**config.mk**
```make
export PLATFORM = sky130hd
export DESIGN_NAME = i2s_frame_tx
export DESIGN_NICKNAME = d
export VERILOG_FILES = /design/src/rtl/i2s_pkg.sv /design/src/rtl/i2s_bclk_gen.sv /design/src/rtl/i2s_frame_tx.sv
export SDC_FILE = /design/constraint.sdc
export NUM_CORES = 1
export LEC_CHECK = 0
export ABC_CLOCK_PERIOD_IN_PS = 5700
export BUFFER_PORTS_ARGS = -buffer_cell sky130_fd_sc_hd__buf_2
export CORE_ASPECT_RATIO = 1.25
export CORE_UTILIZATION = 60
export CTS_CLUSTER_SIZE = 10
export DETAILED_ROUTE_END_ITERATION = 12
export PLACE_DENSITY = 0.78
export SLEW_MARGIN = 20
export SYNTH_ARGS = -nofsm -noshare
export SYNTH_HDL_FRONTEND = slang
export SYNTH_SLANG_ARGS = --single-unit
```
**constraint.sdc**
```tcl
create_clock -name clk -period 5.7 [get_ports clk]
set_clock_uncertainty 0.1 [all_clocks]
set_input_delay 0.57 -clock clk [delete_from_list [all_inputs] [get_ports clk]]
set_output_delay 0.57 -clock clk [all_outputs]
set_load 0.02 [all_outputs]
```
**src/rtl/i2s_pkg.sv**
```systemverilog
// i2s_pkg: shared widths and constants for the I2S frame transmitter
package i2s_pkg;
    localparam int SAMPLE_W    = 24;
    localparam int SLOT_W      = 32;
    localparam int CLK_DIV_DEF = 4;
    localparam int FRAME_W     = 2 * SLOT_W;
    localparam int CNT_W       = $clog2(FRAME_W);
endpackage

```
**src/rtl/i2s_bclk_gen.sv**
```systemverilog
// i2s_bclk_gen: divides clk into the registered I2S bit clock with edge strobes
module i2s_bclk_gen #(
    parameter int CLK_DIV = 4
) (
    input  logic clk,
    input  logic rst,
    output logic bclk,
    output logic bclk_rise,
    output logic bclk_fall
);
    localparam int DW = CLK_DIV > 1 ? $clog2(CLK_DIV) : 1;
    logic [DW-1:0] div_cnt;
    logic          wrap;
    assign wrap      = div_cnt == DW'(CLK_DIV - 1);
    assign bclk_rise = wrap && !bclk;
    assign bclk_fall = wrap && bclk;
    always_ff @(posedge clk or posedge rst) begin
        if (rst) begin
            div_cnt <= '0;
            bclk    <= 1'b0;
        end else begin
            div_cnt <= wrap ? '0 : div_cnt + 1'b1;
            bclk    <= bclk ^ wrap;
        end
    end
endmodule

```
**src/rtl/i2s_frame_tx.sv**
```systemverilog
// i2s_frame_tx: serialises stereo sample pairs into fixed-slot I2S frames
module i2s_frame_tx
    import i2s_pkg::*;
#(
    parameter int CLK_DIV = CLK_DIV_DEF
) (
    input  logic                clk,
    input  logic                rst,
    input  logic [SAMPLE_W-1:0] left_data,
    input  logic [SAMPLE_W-1:0] right_data,
    input  logic                in_valid,
    output logic                in_ready,
    output logic                bclk,
    output logic                lrclk,
    output logic                sdata,
    output logic                frame_start,
    output logic                underrun
);
    logic                bclk_fall, accept, load, right_slot;
    logic [CNT_W-1:0]    bit_cnt, nxt_cnt, slot_j;
    logic [SAMPLE_W-1:0] hold_l, hold_r, frame_l, frame_r, load_l, load_r, word, shifted;

    i2s_bclk_gen #(.CLK_DIV(CLK_DIV)) u_bclk (
        .clk       (clk),
        .rst       (rst),
        .bclk      (bclk),
        .bclk_rise (),
        .bclk_fall (bclk_fall)
    );

    // the bit sent on the wrap-to-0 fall must come from the word being loaded now
    always_comb begin
        nxt_cnt    = bit_cnt == CNT_W'(FRAME_W - 1) ? '0 : bit_cnt + 1'b1;
        right_slot = nxt_cnt >= CNT_W'(SLOT_W);
        slot_j     = right_slot ? nxt_cnt - CNT_W'(SLOT_W) : nxt_cnt;
        accept     = in_valid && in_ready;
        load       = bclk_fall && nxt_cnt == '0;
        load_l     = in_ready ? '0 : hold_l;
        load_r     = in_ready ? '0 : hold_r;
        word       = nxt_cnt == '0 ? load_l : (right_slot ? frame_r : frame_l);
        shifted    = word << slot_j;
    end

    always_ff @(posedge clk or posedge rst) begin
        if (rst) begin
            bit_cnt     <= CNT_W'(FRAME_W - 1);
            lrclk       <= 1'b0;
            sdata       <= 1'b0;
            in_ready    <= 1'b1;
            frame_start <= 1'b0;
            underrun    <= 1'b0;
            hold_l      <= '0;
            hold_r      <= '0;
            frame_l     <= '0;
            frame_r     <= '0;
        end else begin
            frame_start <= load;
            underrun    <= load && in_ready;
            in_ready    <= accept ? 1'b0 : (load ? 1'b1 : in_ready);
            if (accept) begin
                hold_l <= left_data;
                hold_r <= right_data;
            end
            if (load) begin
                frame_l <= load_l;
                frame_r <= load_r;
            end
            if (bclk_fall) begin
                bit_cnt <= nxt_cnt;
                sdata   <= shifted[SAMPLE_W-1];
                if (nxt_cnt == CNT_W'(SLOT_W - 1))
                    lrclk <= 1'b1;
                else if (nxt_cnt == CNT_W'(FRAME_W - 1))
                    lrclk <= 1'b0;
            end
        end
    end
endmodule

```
After elaboration in Yosys (flattened, before gate mapping)
Index checks and enable logic that the tools add are counted.
{"block": "classes", "add_sub_neg": 3, "order_cmp": 1, "n_eq_ne": 4, "n_shift": 1, "mux": 11, "n_bitwise": 1, "reduce_logical": 8}
{"op": "$mux 24", "count": 4}
{"op": "$shl 24x6->24", "count": 1}
{"op": "$eq 6x6->1 const B", "count": 2}
{"op": "$mux 6", "count": 2}
{"op": "$add 6x1->6 const B", "count": 1}
{"op": "$eq 6x5->1 const B", "count": 1}
{"op": "$ge 6x6->1 const B", "count": 1}
{"op": "$logic_not 6->1", "count": 1}
{"op": "$sub 6x6->6 const B", "count": 1}
{"op": "$logic_and 1x1->1", "count": 4}
{"op": "$mux 1", "count": 4}
{"op": "$reduce_bool 2->1", "count": 2}
{"op": "$add 2x1->2 const B", "count": 1}
{"op": "$eq 2x2->1 const B", "count": 1}
{"op": "$mux 2", "count": 1}
{"op": "$reduce_and 2->1", "count": 1}
{"op": "$xor 1x1->1", "count": 1}
{"block": "totals", "regBits": 110, "input_bits": 51, "out_inout_bits": 6, "elab_cells": 41}

Depth between registers and ports, before layout
{"block": "logic_depth", "depth_word": 6, "ltp_mapped": 12, "depth_no_buf": 8}

Hierarchy
Synthesis repeated with hierarchy kept, for this count alone.
{"block": "hier_totals", "cells_unflattened": 493, "area_unflattened_um2": 5163.7}
{"module": "i2s_frame_tx", "instances": 1, "cells_each": 483, "area_per_inst_um2": 5036.1, "seq_area_each_um2": 2686.3}
{"module": "i2s_bclk_gen", "instances": 1, "cells_each": 10, "area_per_inst_um2": 127.6, "seq_area_each_um2": 75.1}

Least setup slack after synthesis
Ideal clock, no wire load.
{"block": "synth_timing", "path_kind": "reg-to-reg", "start": "reg bit_cnt[1]", "end": "reg sdata", "setup_ps": 138, "t_arrival_ps": 2419, "required_time_ps": 5462, "slack_ps": 3042, "path_stages_with_launch": 11, "path_buffers": 3, "synth_period_minus_slack_ps": 2658, "cell_sequence": "dfstp_2 -> ha_1 -> buf_6 -> and2_1 -> clkbuf_1 -> a21o_1 -> buf_6 -> mux4_2 -> a221o_1 -> o311ai_1 -> o211ai_1"}
{"block": "synth_between", "elab_chain_cells": 6, "elab_cells_between_ends": 10, "classes_between": "add/sub: 2; order compare: 1; eq/ne: 1; shift: 1; mux: 4; reduce/logical: 1"}
{"element": "start: declaration", "line": "i2s_frame_tx.sv:20", "source": "logic [CNT_W-1:0] bit_cnt, nxt_cnt, slot_j;"}
{"element": "start signal: assignment", "line": "i2s_frame_tx.sv:46", "source": "bit_cnt <= CNT_W'(FRAME_W - 1);"}
{"element": "start signal: assignment", "line": "i2s_frame_tx.sv:69", "source": "bit_cnt <= nxt_cnt;"}
{"element": "$add 6x1->6 or $eq 6x6->1 (tied branches)", "line": "i2s_frame_tx.sv:33", "source": "nxt_cnt = bit_cnt == CNT_W'(FRAME_W - 1) ? '0 : bit_cnt + 1'b1;"}
{"element": "$mux 6 (*)", "line": "i2s_frame_tx.sv:33"}
{"element": "$ge 6x6->1", "line": "i2s_frame_tx.sv:34", "source": "right_slot = nxt_cnt >= CNT_W'(SLOT_W);"}
{"element": "$mux 24 (2 in series)", "line": "i2s_frame_tx.sv:40", "source": "word = nxt_cnt == '0 ? load_l : (right_slot ? frame_r : frame_l);"}
{"element": "$shl 24x6->24 (*)", "line": "i2s_frame_tx.sv:41", "source": "shifted = word << slot_j;"}
{"element": "end signal: assignment", "line": "i2s_frame_tx.sv:70", "source": "sdata <= shifted[SAMPLE_W-1];"}
{"element": "end: declaration", "line": "i2s_frame_tx.sv:15", "source": "output logic sdata,"}
Mark *: on every way between the ends. The rest lies on a longest branch, timed or not.
A chain may end at the register's enable or synchronous reset.

Final worst setup path
{"block": "layout_timing", "start": "reg bit_cnt[0]", "end": "reg sdata"}
The elaborated chain is that of the path after synthesis.

==> impl_metrics.json <==
{
  "status": "complete, no violations",
  "setup_ws_ns": 2.311,
  "cts_num_sinks": 110,
  "synth_cell_type_count": 52,
  "fin_crit_ns": 3.389,
  "overflow": 0,
  "rows": 37,
  "setup_viol": 0,
  "routed_wirelength_microns": 11140,
  "cts-resized-gates": 0,
  "coreArea_sq_mm": 0.008333,
  "p_leak_nw": 2.694,
  "htree_levels": 3,
  "finalPower_mw": 1.459,
  "hold_viol": 0,
  "synth_nets": 566,
  "fin_crit_sh_pct": 59.46,
  "vdd_drop_max_mv": 0.2371,
  "synthCells": 511,
  "place_ws_ns": 2.346,
  "grt_max_degree": 82,
  "grt_pass1_vias": 3743,
  "path_max_fanout": 12,
  "grt.total_usage_pct": 27.01,
  "io_pins": 57,
  "detail_route.wl_per_cell_microns": 17.24,
  "ys.flop_type": "dfrtp_1",
  "synth-seq-area-share_pct": 52.91,
  "rsz0062_at_grt": "false",
  "drv_cap": 0,
  "area_delta_synth_final_pct": 9.518,
  "drc": 0,
  "finalMaxSlewViolations": 0,
  "synth_area_sq_mm": 0.005219,
  "routed_via_density": 5.884,
  "hold_path.class": "input port to asynchronous set/reset pin",
  "fin_nets": 599,
  "crit_arrival_ns": 3.53,
  "design_area_sq_mm": 0.005715,
  "crit_required_ns": 5.84,
  "clock-root-buffer": "clkbuf_8",
  "fmax_mhz": 295.0,
  "synth_area_per_cell_sq_um": 10.21,
  "synth_edf_count": 0,
  "drive_gt1_share_pct": 26.59,
  "seqCellArea_sq_mm": 0.002761,
  "crit_type": "register to register",
  "cts_buffers": 9,
  "async_reset_ff_share_pct": 100.0,
  "cts.clk_slew.worst_paths_ns": 0.10,
  "first_pass_iters": 5,
  "multi_input_area_sq_mm": 0.002258,
  "cts_tree": "done",
  "cts_buffer_depth": 2,
  "clock_latency_ns": 0.38,
  "ant_nets": 0,
  "relSlewSlack_pct": 37.25,
  "worst_pin_slew_ns": 0.9378,
  "vias": 3801,
  "yosysWarningCount": 0,
  "fp.dieArea_sq_mm": 0.009077,
  "powerDensity_mw_per_mm2": 255.3,
  "drt_iter0_drc": 254,
  "post_dp_cell_area_sq_mm": 0.005468,
  "n_fill_cell": 631,
  "cts_hold_buf": 0,
  "final.setup.tns_ns": 0,
  "antenna_cells": 0,
  "regToRegSetupSlack_ns": 2.31,
  "place_congestion": 0.9194,
  "die_h_microns": 106.3,
  "grt_pass1_wl_microns": 18720,
  "start_util_pct": 62.63,
  "ys_seq_elements": 110,
  "critPathLaunchType": "register",
  "antenna_found_initial": 0,
  "end_kind": "register",
  "port_buffers": 56,
  "post_cts_buffers": 0,
  "die_w_microns": 85.42,
  "hpwl_microns": 7849
}
## report_power, final
part | internal (mW) | switching [mW] | leakage (nW)
Sequential | 0.810 | 0.0187 | 1.46
Combinational | 0.0415 | 0.0336 | 1.11
Clock | 0.295 | 0.261 | 0.117
Total | 1.15 | 0.313 | 2.69
## layer usage
layer | track usage [%] | part of all wire [%] | routed length (microns)
met5 | 0 | 0 | 0
met4 | 9.762 | 1.9 | 214
met3 | 5.435 | 3.6 | 397
met2 | 44.86 | 51 | 5735
met1 | 35.25 | 43 | 4793
## final cells by class
cell class | count | area share [%]
sequential | 110 | 48.31
timing repair buffer | 59 | 5.298
clock buffer | 10 | 2.233
multi-input combinational | 357 | 39.51
clock inverter | 6 | 2.014
tap | 97 | 2.123
inverter | 7 | 0.5035
## cell usage after synthesis (all sizes together), types with 4 or more instances
cell	n	share of area (%)
inv	7	0.50
and3	4	0.58
a21oi	19	1.8
xnor2	4	0.67
clkbuf	27	1.9
buf	10	1.6
nand2b	4	0.48
nor3	8	0.86
mux2i	8	1.5
nand2	119	8.6
nand3	12	1.2
ha	4	0.96
o21ai	59	5.7
dfstp	7	3.5
mux2	55	12
dfrtp	103	49
nor2	14	1.0
## cell usage in the layout, fill, tap and decap left out, types with 2 or more instances in the layout
master and count:
a221oi_1 3, xnor2_1 4, mux4_2 2, a21boi_0 2, a221o_1 3, o221ai_1 2
buf_2 56, a2111oi_0 2, bufinv_16 3, mux2_2 55, inv_1 5, nor3_1 7
nand2b_1 4, nand2_1 117, nor2_1 14, dfstp_2 7, clkbuf_8 9, dfrtp_1 103
mux2i_1 8, nand3_1 12, ha_1 4, o21ai_0 58, and3_1 3, a211oi_1 3
a32oi_1 3, inv_6 2, a21o_1 3, a2bb2oi_1 2, o211ai_1 3, and3b_1 2
xor2_1 2, a21oi_1 19, buf_4 3
## state kept, by name, indices dropped and copies added (netlist names)
name	cells
sdata	1
hold_l	24
hold_r	24
frame_l	24
in_ready	1
bit_cnt	6
u_bclk.bclk	1
frame_start	1
frame_r	24
underrun	1
lrclk	1
u_bclk.div_cnt	2
## critical path, stage by stage, from the launching register on
cell	delay, ns
dfstp_2	0.64
ha_1	0.34
a21oi_1	0.17
o21a_2	0.29
nor2_1	0.74
mux4_2	0.42
a221o_1	0.36
o311ai_1	0.08
o211ai_1	0.12
## metrics by stage
step	instances	hold WS, ns	util [%]
4_1_cts	646	0.1694	68.53
5_1_grt	646	0.2046	68.59
2_1_floorplan	511	0.3031	-
6_report	646	0.1566	68.59
3_3_place_gp	630	0.3136	65.62
3_5_place_dp	630	0.3299	65.62
## cells by family after synthesis
| logic type | after synthesis | synth area share [%] |
|---|---|---|
| compound gates | 113 | 13.07 |
| xor+xnor | 6 | 1.007 |
| fa+ha+maj | 4 | 0.9590 |
| buf+inv | 44 | 4.004 |
| flops | 110 | 52.91 |
| mux | 65 | 14.27 |
| simple gates | 169 | 13.79 |
## worst paths after layout
kind / start / end / cells after the start
setup / recovery: bit_cnt[0] / sdata / 8
hold / removal: rst / frame_l[18] / 2
setup reg to reg: bit_cnt[0] / sdata / 8
hold reg to reg: u_bclk.div_cnt[0] / u_bclk.div_cnt[0] / 1
max in group asynchronous: rst / lrclk / 3
min in group clk: in_valid / in_ready / 2
No activity file was read; power rests on OpenSTA's default activity.
